<file path="src/rtl/fu_pipe.sv">
`timescale 1ns/1ps
// fu_pipe -- pipelined functional unit with valid/ready handshakes.
//
// Takes one op and operand pair per accepted cycle and returns the result and
// the Z/N/C/V flags STAGES cycles later. The result is computed in stage 1 as
// the op is accepted. Stages 2..STAGES only delay it. Backpressure from the
// consumer ripples back through the stages, so an op is never dropped and
// never repeated. ADC and SBC read an internal carry register. ADD, SUB, ADC,
// SBC and the three shifts write that register when they are accepted.
//
// Optional feature: define FU_PIPE_SAT_EN to enable op 12 (ADDS) and op 13
// (SUBS), signed saturating add and subtract. When it is not defined, both
// opcodes decode as illegal.
//
// Ports
//   clk, rst_n                clock, asynchronous active-low reset
//   in_valid / in_ready       input handshake for op, data_a, data_b
//   op [OPSIZE]               opcode
//   data_a, data_b [DSIZE]    operands
//   out_valid / out_ready     output handshake for F_o and the flags
//   F_o [DSIZE]               result
//   Z_o, N_o, C_o, V_o        zero, negative, carry/no-borrow, signed overflow
module fu_pipe #(
    parameter int DSIZE  = 16,
    parameter int OPSIZE = 5,
    parameter int STAGES = 2
) (
    input  logic              clk,
    input  logic              rst_n,
    input  logic              in_valid,
    output logic              in_ready,
    input  logic [OPSIZE-1:0] op,
    input  logic [DSIZE-1:0]  data_a,
    input  logic [DSIZE-1:0]  data_b,
    output logic              out_valid,
    input  logic              out_ready,
    output logic [DSIZE-1:0]  F_o,
    output logic              Z_o,
    output logic              N_o,
    output logic              C_o,
    output logic              V_o
);

    localparam int PW = DSIZE + 4;

    localparam logic [OPSIZE-1:0] OP_ADD  = OPSIZE'(0);
    localparam logic [OPSIZE-1:0] OP_SUB  = OPSIZE'(1);
    localparam logic [OPSIZE-1:0] OP_AND  = OPSIZE'(2);
    localparam logic [OPSIZE-1:0] OP_OR   = OPSIZE'(3);
    localparam logic [OPSIZE-1:0] OP_XOR  = OPSIZE'(4);
    localparam logic [OPSIZE-1:0] OP_NOT  = OPSIZE'(5);
    localparam logic [OPSIZE-1:0] OP_SHL  = OPSIZE'(6);
    localparam logic [OPSIZE-1:0] OP_SHR  = OPSIZE'(7);
    localparam logic [OPSIZE-1:0] OP_SRA  = OPSIZE'(8);
    localparam logic [OPSIZE-1:0] OP_PASS = OPSIZE'(9);
    localparam logic [OPSIZE-1:0] OP_ADC  = OPSIZE'(10);
    localparam logic [OPSIZE-1:0] OP_SBC  = OPSIZE'(11);
`ifdef FU_PIPE_SAT_EN
    localparam logic [OPSIZE-1:0] OP_ADDS = OPSIZE'(12);
    localparam logic [OPSIZE-1:0] OP_SUBS = OPSIZE'(13);
    localparam logic [DSIZE-1:0]  SAT_MAX = {1'b0, {(DSIZE-1){1'b1}}};
    localparam logic [DSIZE-1:0]  SAT_MIN = {1'b1, {(DSIZE-1){1'b0}}};
`endif

    logic              r_cr;
    logic              r_rst_done;
    logic [STAGES-1:0] r_valid;
    logic [PW-1:0]     r_data [STAGES];

    logic              w_accept;
    logic [STAGES-1:0] w_adv;
    logic              w_sub;
    logic              w_cin;
    logic [DSIZE-1:0]  w_opb;
    logic [DSIZE:0]    w_sum;
    logic              w_ovf;
    logic [3:0]        w_shamt;
    logic [DSIZE:0]    w_shl;
    logic [DSIZE:0]    w_shr;
    logic [DSIZE:0]    w_sra;
    logic [DSIZE-1:0]  w_f;
    logic              w_c;
    logic              w_v;
    logic              w_cr_upd;
    logic [PW-1:0]     w_res;

    // One shared adder. Subtraction adds ~B plus a carry-in, so the carry out
    // reads as "no borrow".
    always_comb begin
        w_sub = 1'b0;
        w_cin = 1'b0;
        case (op)
            OP_SUB:  begin w_sub = 1'b1; w_cin = 1'b1; end
            OP_ADC:  w_cin = r_cr;
            OP_SBC:  begin w_sub = 1'b1; w_cin = r_cr; end
`ifdef FU_PIPE_SAT_EN
            OP_SUBS: begin w_sub = 1'b1; w_cin = 1'b1; end
`endif
            default: ;
        endcase
    end

    assign w_opb = w_sub ? ~data_b : data_b;
    assign w_sum = {1'b0, data_a} + {1'b0, w_opb} + {{DSIZE{1'b0}}, w_cin};
    assign w_ovf = (data_a[DSIZE-1] == w_opb[DSIZE-1]) &&
                   (w_sum[DSIZE-1] != data_a[DSIZE-1]);

    // An extra guard bit on each shift catches the last bit shifted out. With
    // a shift amount of zero that bit is the zero padding.
    assign w_shamt = data_b[3:0];
    assign w_shl   = {1'b0, data_a} << w_shamt;
    assign w_shr   = {data_a, 1'b0} >> w_shamt;
    assign w_sra   = $signed({data_a, 1'b0}) >>> w_shamt;

    always_comb begin
        w_f      = '0;
        w_c      = 1'b0;
        w_v      = 1'b0;
        w_cr_upd = 1'b0;
        case (op)
            OP_ADD, OP_SUB, OP_ADC, OP_SBC: begin
                w_f      = w_sum[DSIZE-1:0];
                w_c      = w_sum[DSIZE];
                w_v      = w_ovf;
                w_cr_upd = 1'b1;
            end
            OP_AND:  w_f = data_a & data_b;
            OP_OR:   w_f = data_a | data_b;
            OP_XOR:  w_f = data_a ^ data_b;
            OP_NOT:  w_f = ~data_a;
            OP_PASS: w_f = data_b;
            OP_SHL: begin
                w_f      = w_shl[DSIZE-1:0];
                w_c      = w_shl[DSIZE];
                w_cr_upd = 1'b1;
            end
            OP_SHR: begin
                w_f      = w_shr[DSIZE:1];
                w_c      = w_shr[0];
                w_cr_upd = 1'b1;
            end
            OP_SRA: begin
                w_f      = w_sra[DSIZE:1];
                w_c      = w_sra[0];
                w_cr_upd = 1'b1;
            end
`ifdef FU_PIPE_SAT_EN
            // Saturating ops report the raw carry but leave the carry register alone.
            OP_ADDS, OP_SUBS: begin
                w_f = w_ovf ? (data_a[DSIZE-1] ? SAT_MIN : SAT_MAX) : w_sum[DSIZE-1:0];
                w_c = w_sum[DSIZE];
                w_v = w_ovf;
            end
`endif
            default: ;
        endcase
    end

    assign w_res = {w_f, (w_f == '0), w_f[DSIZE-1], w_c, w_v};

    // A stage may advance when it is empty or when the stage after it advances.
    always_comb begin
        logic [STAGES-1:0] adv;
        adv = '0;
        adv[STAGES-1] = !r_valid[STAGES-1] || out_ready;
        for (int i = STAGES - 2; i >= 0; i--) begin
            adv[i] = !r_valid[i] || adv[i+1];
        end
        w_adv = adv;
    end

    // in_ready stays low until the first clock edge after reset is released.
    assign in_ready = r_rst_done && w_adv[0];
    assign w_accept = in_valid && in_ready;

    always_ff @(posedge clk or negedge rst_n) begin
        if (!rst_n) begin
            r_cr       <= 1'b0;
            r_rst_done <= 1'b0;
            r_valid    <= '0;
            for (int i = 0; i < STAGES; i++) begin
                r_data[i] <= '0;
            end
        end else begin
            r_rst_done <= 1'b1;
            if (w_accept && w_cr_upd) begin
                r_cr <= w_c;
            end
            if (w_adv[0]) begin
                r_valid[0] <= w_accept;
                if (w_accept) begin
                    r_data[0] <= w_res;
                end
            end
            // Data is copied only behind a valid entry. A bubble clears valid
            // but leaves the last result on the outputs.
            for (int i = 1; i < STAGES; i++) begin
                if (w_adv[i]) begin
                    r_valid[i] <= r_valid[i-1];
                    if (r_valid[i-1]) begin
                        r_data[i] <= r_data[i-1];
                    end
                end
            end
        end
    end

    assign out_valid                = r_valid[STAGES-1];
    assign {F_o, Z_o, N_o, C_o, V_o} = r_data[STAGES-1];

endmodule

</file>
<file path="config.mk">
export PLATFORM = sky130hd
export DESIGN_NAME = fu_pipe
export DESIGN_NICKNAME = d
export VERILOG_FILES = /design/src/rtl/fu_pipe.sv
export SDC_FILE = /design/constraint.sdc
export NUM_CORES = 1
export LEC_CHECK = 0
export ABC_CLOCK_PERIOD_IN_PS = 3900
export CAP_MARGIN = 40
export CELL_PAD_IN_SITES_DETAIL_PLACEMENT = 1
export CELL_PAD_IN_SITES_GLOBAL_PLACEMENT = 1
export CORE_UTILIZATION = 45
export DETAILED_ROUTE_END_ITERATION = 6
export GPL_TIMING_DRIVEN = 0
export PLACE_DENSITY_LB_ADDON = 0.12
export SLEW_MARGIN = 5
export SYNTH_ARGS = -nofsm -noshare
export SYNTH_HDL_FRONTEND = slang
export SYNTH_SLANG_ARGS = --single-unit
</file>
<file path="constraint.sdc">
create_clock -name clk -period 3.9 [get_ports clk]
set_input_delay 0.39 -clock clk [delete_from_list [all_inputs] [get_ports clk]]
set_output_delay 0.39 -clock clk [all_outputs]
set_load 0.005 [all_outputs]
</file>
==> run metrics <==
outcome=completed; crit-path most repeated cell=sky130_fd_sc_hd__clkbuf_2; overflow left after global routing=0; pin count of the biggest net entering global routing=38; final count of negative-setup-slack endpoints=0; Post-Route Utilization=57.2%; worst-skew pair later-pin latency=0.29 ns; worst-case clock buffer depth=2; Leakage Power=0.00319 uW; initial detailed-routing violation count=391; RSZ-0062 raised after global routing=false; Mapped Cells=674; CTS sink cnt=42; CP bufs+invs=4; number of detailed-route iterations in the first pass=5; delay-heaviest family, CP=buffers and inverters; area after detailed placement=6650 um^2; detailed-route wire length per cell=26.6 um; DRT antenna net count=0; vias per inst=6.46; final clock period utilization by the worst path=96.9%; total count of max-transition violations in the final report=0; count of cells along the worst hold path=1; Worst Max-Slew Pin Slew=0.756 ns; number of filler instances in the final layout=1,472; count of different cell masters after synthesis=74; Setup Slack @ Placement=-1.48 ns; clock tree from TritonCTS=done; via count of the first global-routing pass=6,307; vertical die dimension=115 um; yosys warns=0; logic depth of the worst register-to-register path=14; Critical-path top delay cell=sky130_fd_sc_hd__clkdlybuf4s50_1; number of port buffers=61; share of post-route cells with drive strength above 1=22.8%; hpwl dp=18,300 um; Synth Flop Type=sky130_fd_sc_hd__dfrtp_1; relative slew slack=49.6%; worst hold-check path type=flop to flop; capturing element type of the critical path=flop; Syn Nets=765; global-route usage over all layers=39.1%; peak fanout along the critical path=10; die footprint=13,300 um^2; Fin. Hold Viols=0; min cycle time layout=3.78 ns; final worst-path setup slack=0.122 ns; post-synthesis register bit count=42; # H-tree levels=2; MaxCap Viol Count=0; list of cells traversed by the critical path=clkdlybuf4s50_1, clkbuf_2, clkbuf_2, xnor2_1, ha_1, or2_0, o21a_1, o2111ai_2, nand4_1, buf_4, a31o_2, a211o_1, a21oi_2, o21ai_1; peak clock frequency supported by timing=265 MHz; width of the die=115 um; syn avg cell area=8.60 um^2; CTS clock-pin slew for the worst setup and hold paths=0.06 ns; maximum VDD drop=0.194 mV; number of enable flip-flop cells after synthesis=0; initial cell density of the core=46.1%; wire length of the first global-routing pass=38,200 um; number of antenna violations at the first check in global routing=1; placeable core region=12,600 um^2; data required time at the worst endpoint=4.05 ns; logic depth of the worst path, buffers included=14; TritonCTS buffer count=5; final total power=2170 uW; skew final=0.00182 ns; final wirelength=24,900 um; share of the yosys chip area belonging to registers=18.1%; netlist area before placement=5790 um^2; async set-reset flop share out of synthesis=100%; critical path type=input pin to flop; routed vias=6,040; Root Buffer Master=sky130_fd_sc_hd__clkbuf_16; routability cong.=0.980; number of cell rows=41; Antenna diodes=0; Design Area, Final=7190 um^2; Syn-to-layout area delta=24.1%; remaining design rule violation count=0; type of element launching the critical path=input pin; Layout Nets=854; Seq. cell area=1050 um^2; Cell Pwr Density=302 nW/um^2; number of top-level design ports=63; delay contributed by the slowest stage of the critical path=0.55 ns; arrival time at the worst endpoint=3.93 ns; multi-input logic area=4360 um^2
-- kinds of logic (layout without fill, tap and decap cells) --
family / after synthesis / after routing / synth area share, %
xor+xnor: 27 / 27 / 4.08
simple gates: 175 / 175 / 15.3
fa+ha+maj: 50 / 50 / 11.1
flops: 42 / 42 / 18.1
mux: 91 / 91 / 20.6
buf+inv: 112 / 201 / 9.61
compound gates: 176 / 176 / 21.1
other cells: 1 / 1 / 0.0647
-- registers in the layout (all words and copies together), names as in the netlist --
signal,cells
r_cr,1
r_data,19
F_o,15
N_o,1
r_rst_done,1
C_o,1
r_valid,2
V_o,1
Z_o,1
-- per-layer routing --
| metal | wire (um) | global-route usage (%) | part of all wire (%) | vias up |
|---|---|---|---|---|
| met5 | 0 | 0 | 0 | - |
| met4 | 1260 | 19.8 | 5.1 | 0 |
| met3 | 1780 | 6.96 | 7.2 | 88 |
| met2 | 11800 | 66.1 | 47 | 297 |
| met1 | 10100 | 47.7 | 40 | 3007 |
| li1 | - | - | - | 2648 |
-- synth_stat cells, drive strengths merged (10+ instances only) --
master / count / area [um^2]
and2: 12 / 75.1
nand2: 50 / 188
mux2: 46 / 529
a211oi: 10 / 75.1
buf: 46 / 309
inv: 44 / 165
nor3: 14 / 70.1
clkbuf: 22 / 82.6
o21ai: 42 / 214
mux4: 17 / 383
dfrtp: 42 / 1050
o211ai: 11 / 82.6
ha: 48 / 601
xnor2: 21 / 184
a21oi: 21 / 109
mux2i: 28 / 280
nor2: 36 / 135
-- where the power goes --
group,switching [uW],internal (uW)
Combinational,534,552
Clock,163,316
Sequential,69.6,537
Total,767,1400
-- path summary, 6_finish.rpt --
check	startpoint	slack [ns]	endpoint
setup / recovery	data_b[3]	0.12	r_cr
hold / removal	F_o[1]	0.50	F_o[1]
setup reg to reg	r_cr	0.54	r_cr
hold reg to reg	F_o[1]	0.50	F_o[1]
max in group asynchronous	rst_n	2.95	F_o[5]
min in group asynchronous	rst_n	0.51	F_o[14]
-- cell usage in the layout (no fill, tap or decap), types with 7 or more instances in the layout --
| master | count |
|---|---|
| sky130_fd_sc_hd__a21oi_1 | 17 |
| sky130_fd_sc_hd__a22oi_1 | 7 |
| sky130_fd_sc_hd__a31oi_1 | 8 |
| sky130_fd_sc_hd__and2_1 | 10 |
| sky130_fd_sc_hd__buf_2 | 16 |
| sky130_fd_sc_hd__buf_4 | 41 |
| sky130_fd_sc_hd__buf_6 | 8 |
| sky130_fd_sc_hd__clkbuf_1 | 18 |
| sky130_fd_sc_hd__clkdlybuf4s50_1 | 54 |
| sky130_fd_sc_hd__dfrtp_1 | 42 |
| sky130_fd_sc_hd__ha_1 | 48 |
| sky130_fd_sc_hd__inv_1 | 42 |
| sky130_fd_sc_hd__mux2_2 | 39 |
| sky130_fd_sc_hd__mux2i_1 | 28 |
| sky130_fd_sc_hd__mux4_2 | 17 |
| sky130_fd_sc_hd__nand2_1 | 49 |
| sky130_fd_sc_hd__nand3_1 | 9 |
| sky130_fd_sc_hd__nand4_1 | 8 |
| sky130_fd_sc_hd__nor2_1 | 35 |
| sky130_fd_sc_hd__nor3_1 | 12 |
| sky130_fd_sc_hd__nor3b_1 | 7 |
| sky130_fd_sc_hd__nor4_1 | 7 |
| sky130_fd_sc_hd__o211ai_1 | 11 |
| sky130_fd_sc_hd__o21ai_0 | 24 |
| sky130_fd_sc_hd__o21ai_1 | 16 |
| sky130_fd_sc_hd__o22ai_1 | 9 |
| sky130_fd_sc_hd__xnor2_1 | 19 |
-- per-stage QoR --
| step | instances | hold slack (ns) | TNS (ns) |
|---|---|---|---|
| final | 935 | 0.505 | 0 |
| after CTS | 935 | 0.484 | 0 |
| after detailed placement | 910 | 0.230 | -15.14 |
| after global placement | 907 | 0.466 | -14.18 |
| after global routing | 935 | 0.526 | 0 |
| after floorplan | 674 | 0.0944 | 0 |
-- area by class of cell --
cell class                      instances  share of cell area (%)
Multi-Input combinational cell        520                    60.6
Timing Repair Buffer                   87                    11.3
Inverter                               44                    2.30
Clock inverter                          1                   0.418
Sequential cell                        42                    14.6
Tap cell                              172                    2.99
Clock buffer                            6                    1.93
Buffer                                 63                    5.83
-- repair_timing --
item | in CTS | in global routing
endpoints found under the hold margin | 5 | 0
endpoints found under the setup margin | 19 | 7
gates resized for setup | 48 | 18
hold buffers | 1 | 0
pin swaps | 19 | 16
setup buffers | 19 | 3
No activity file was read; power rests on OpenSTA's default activity.
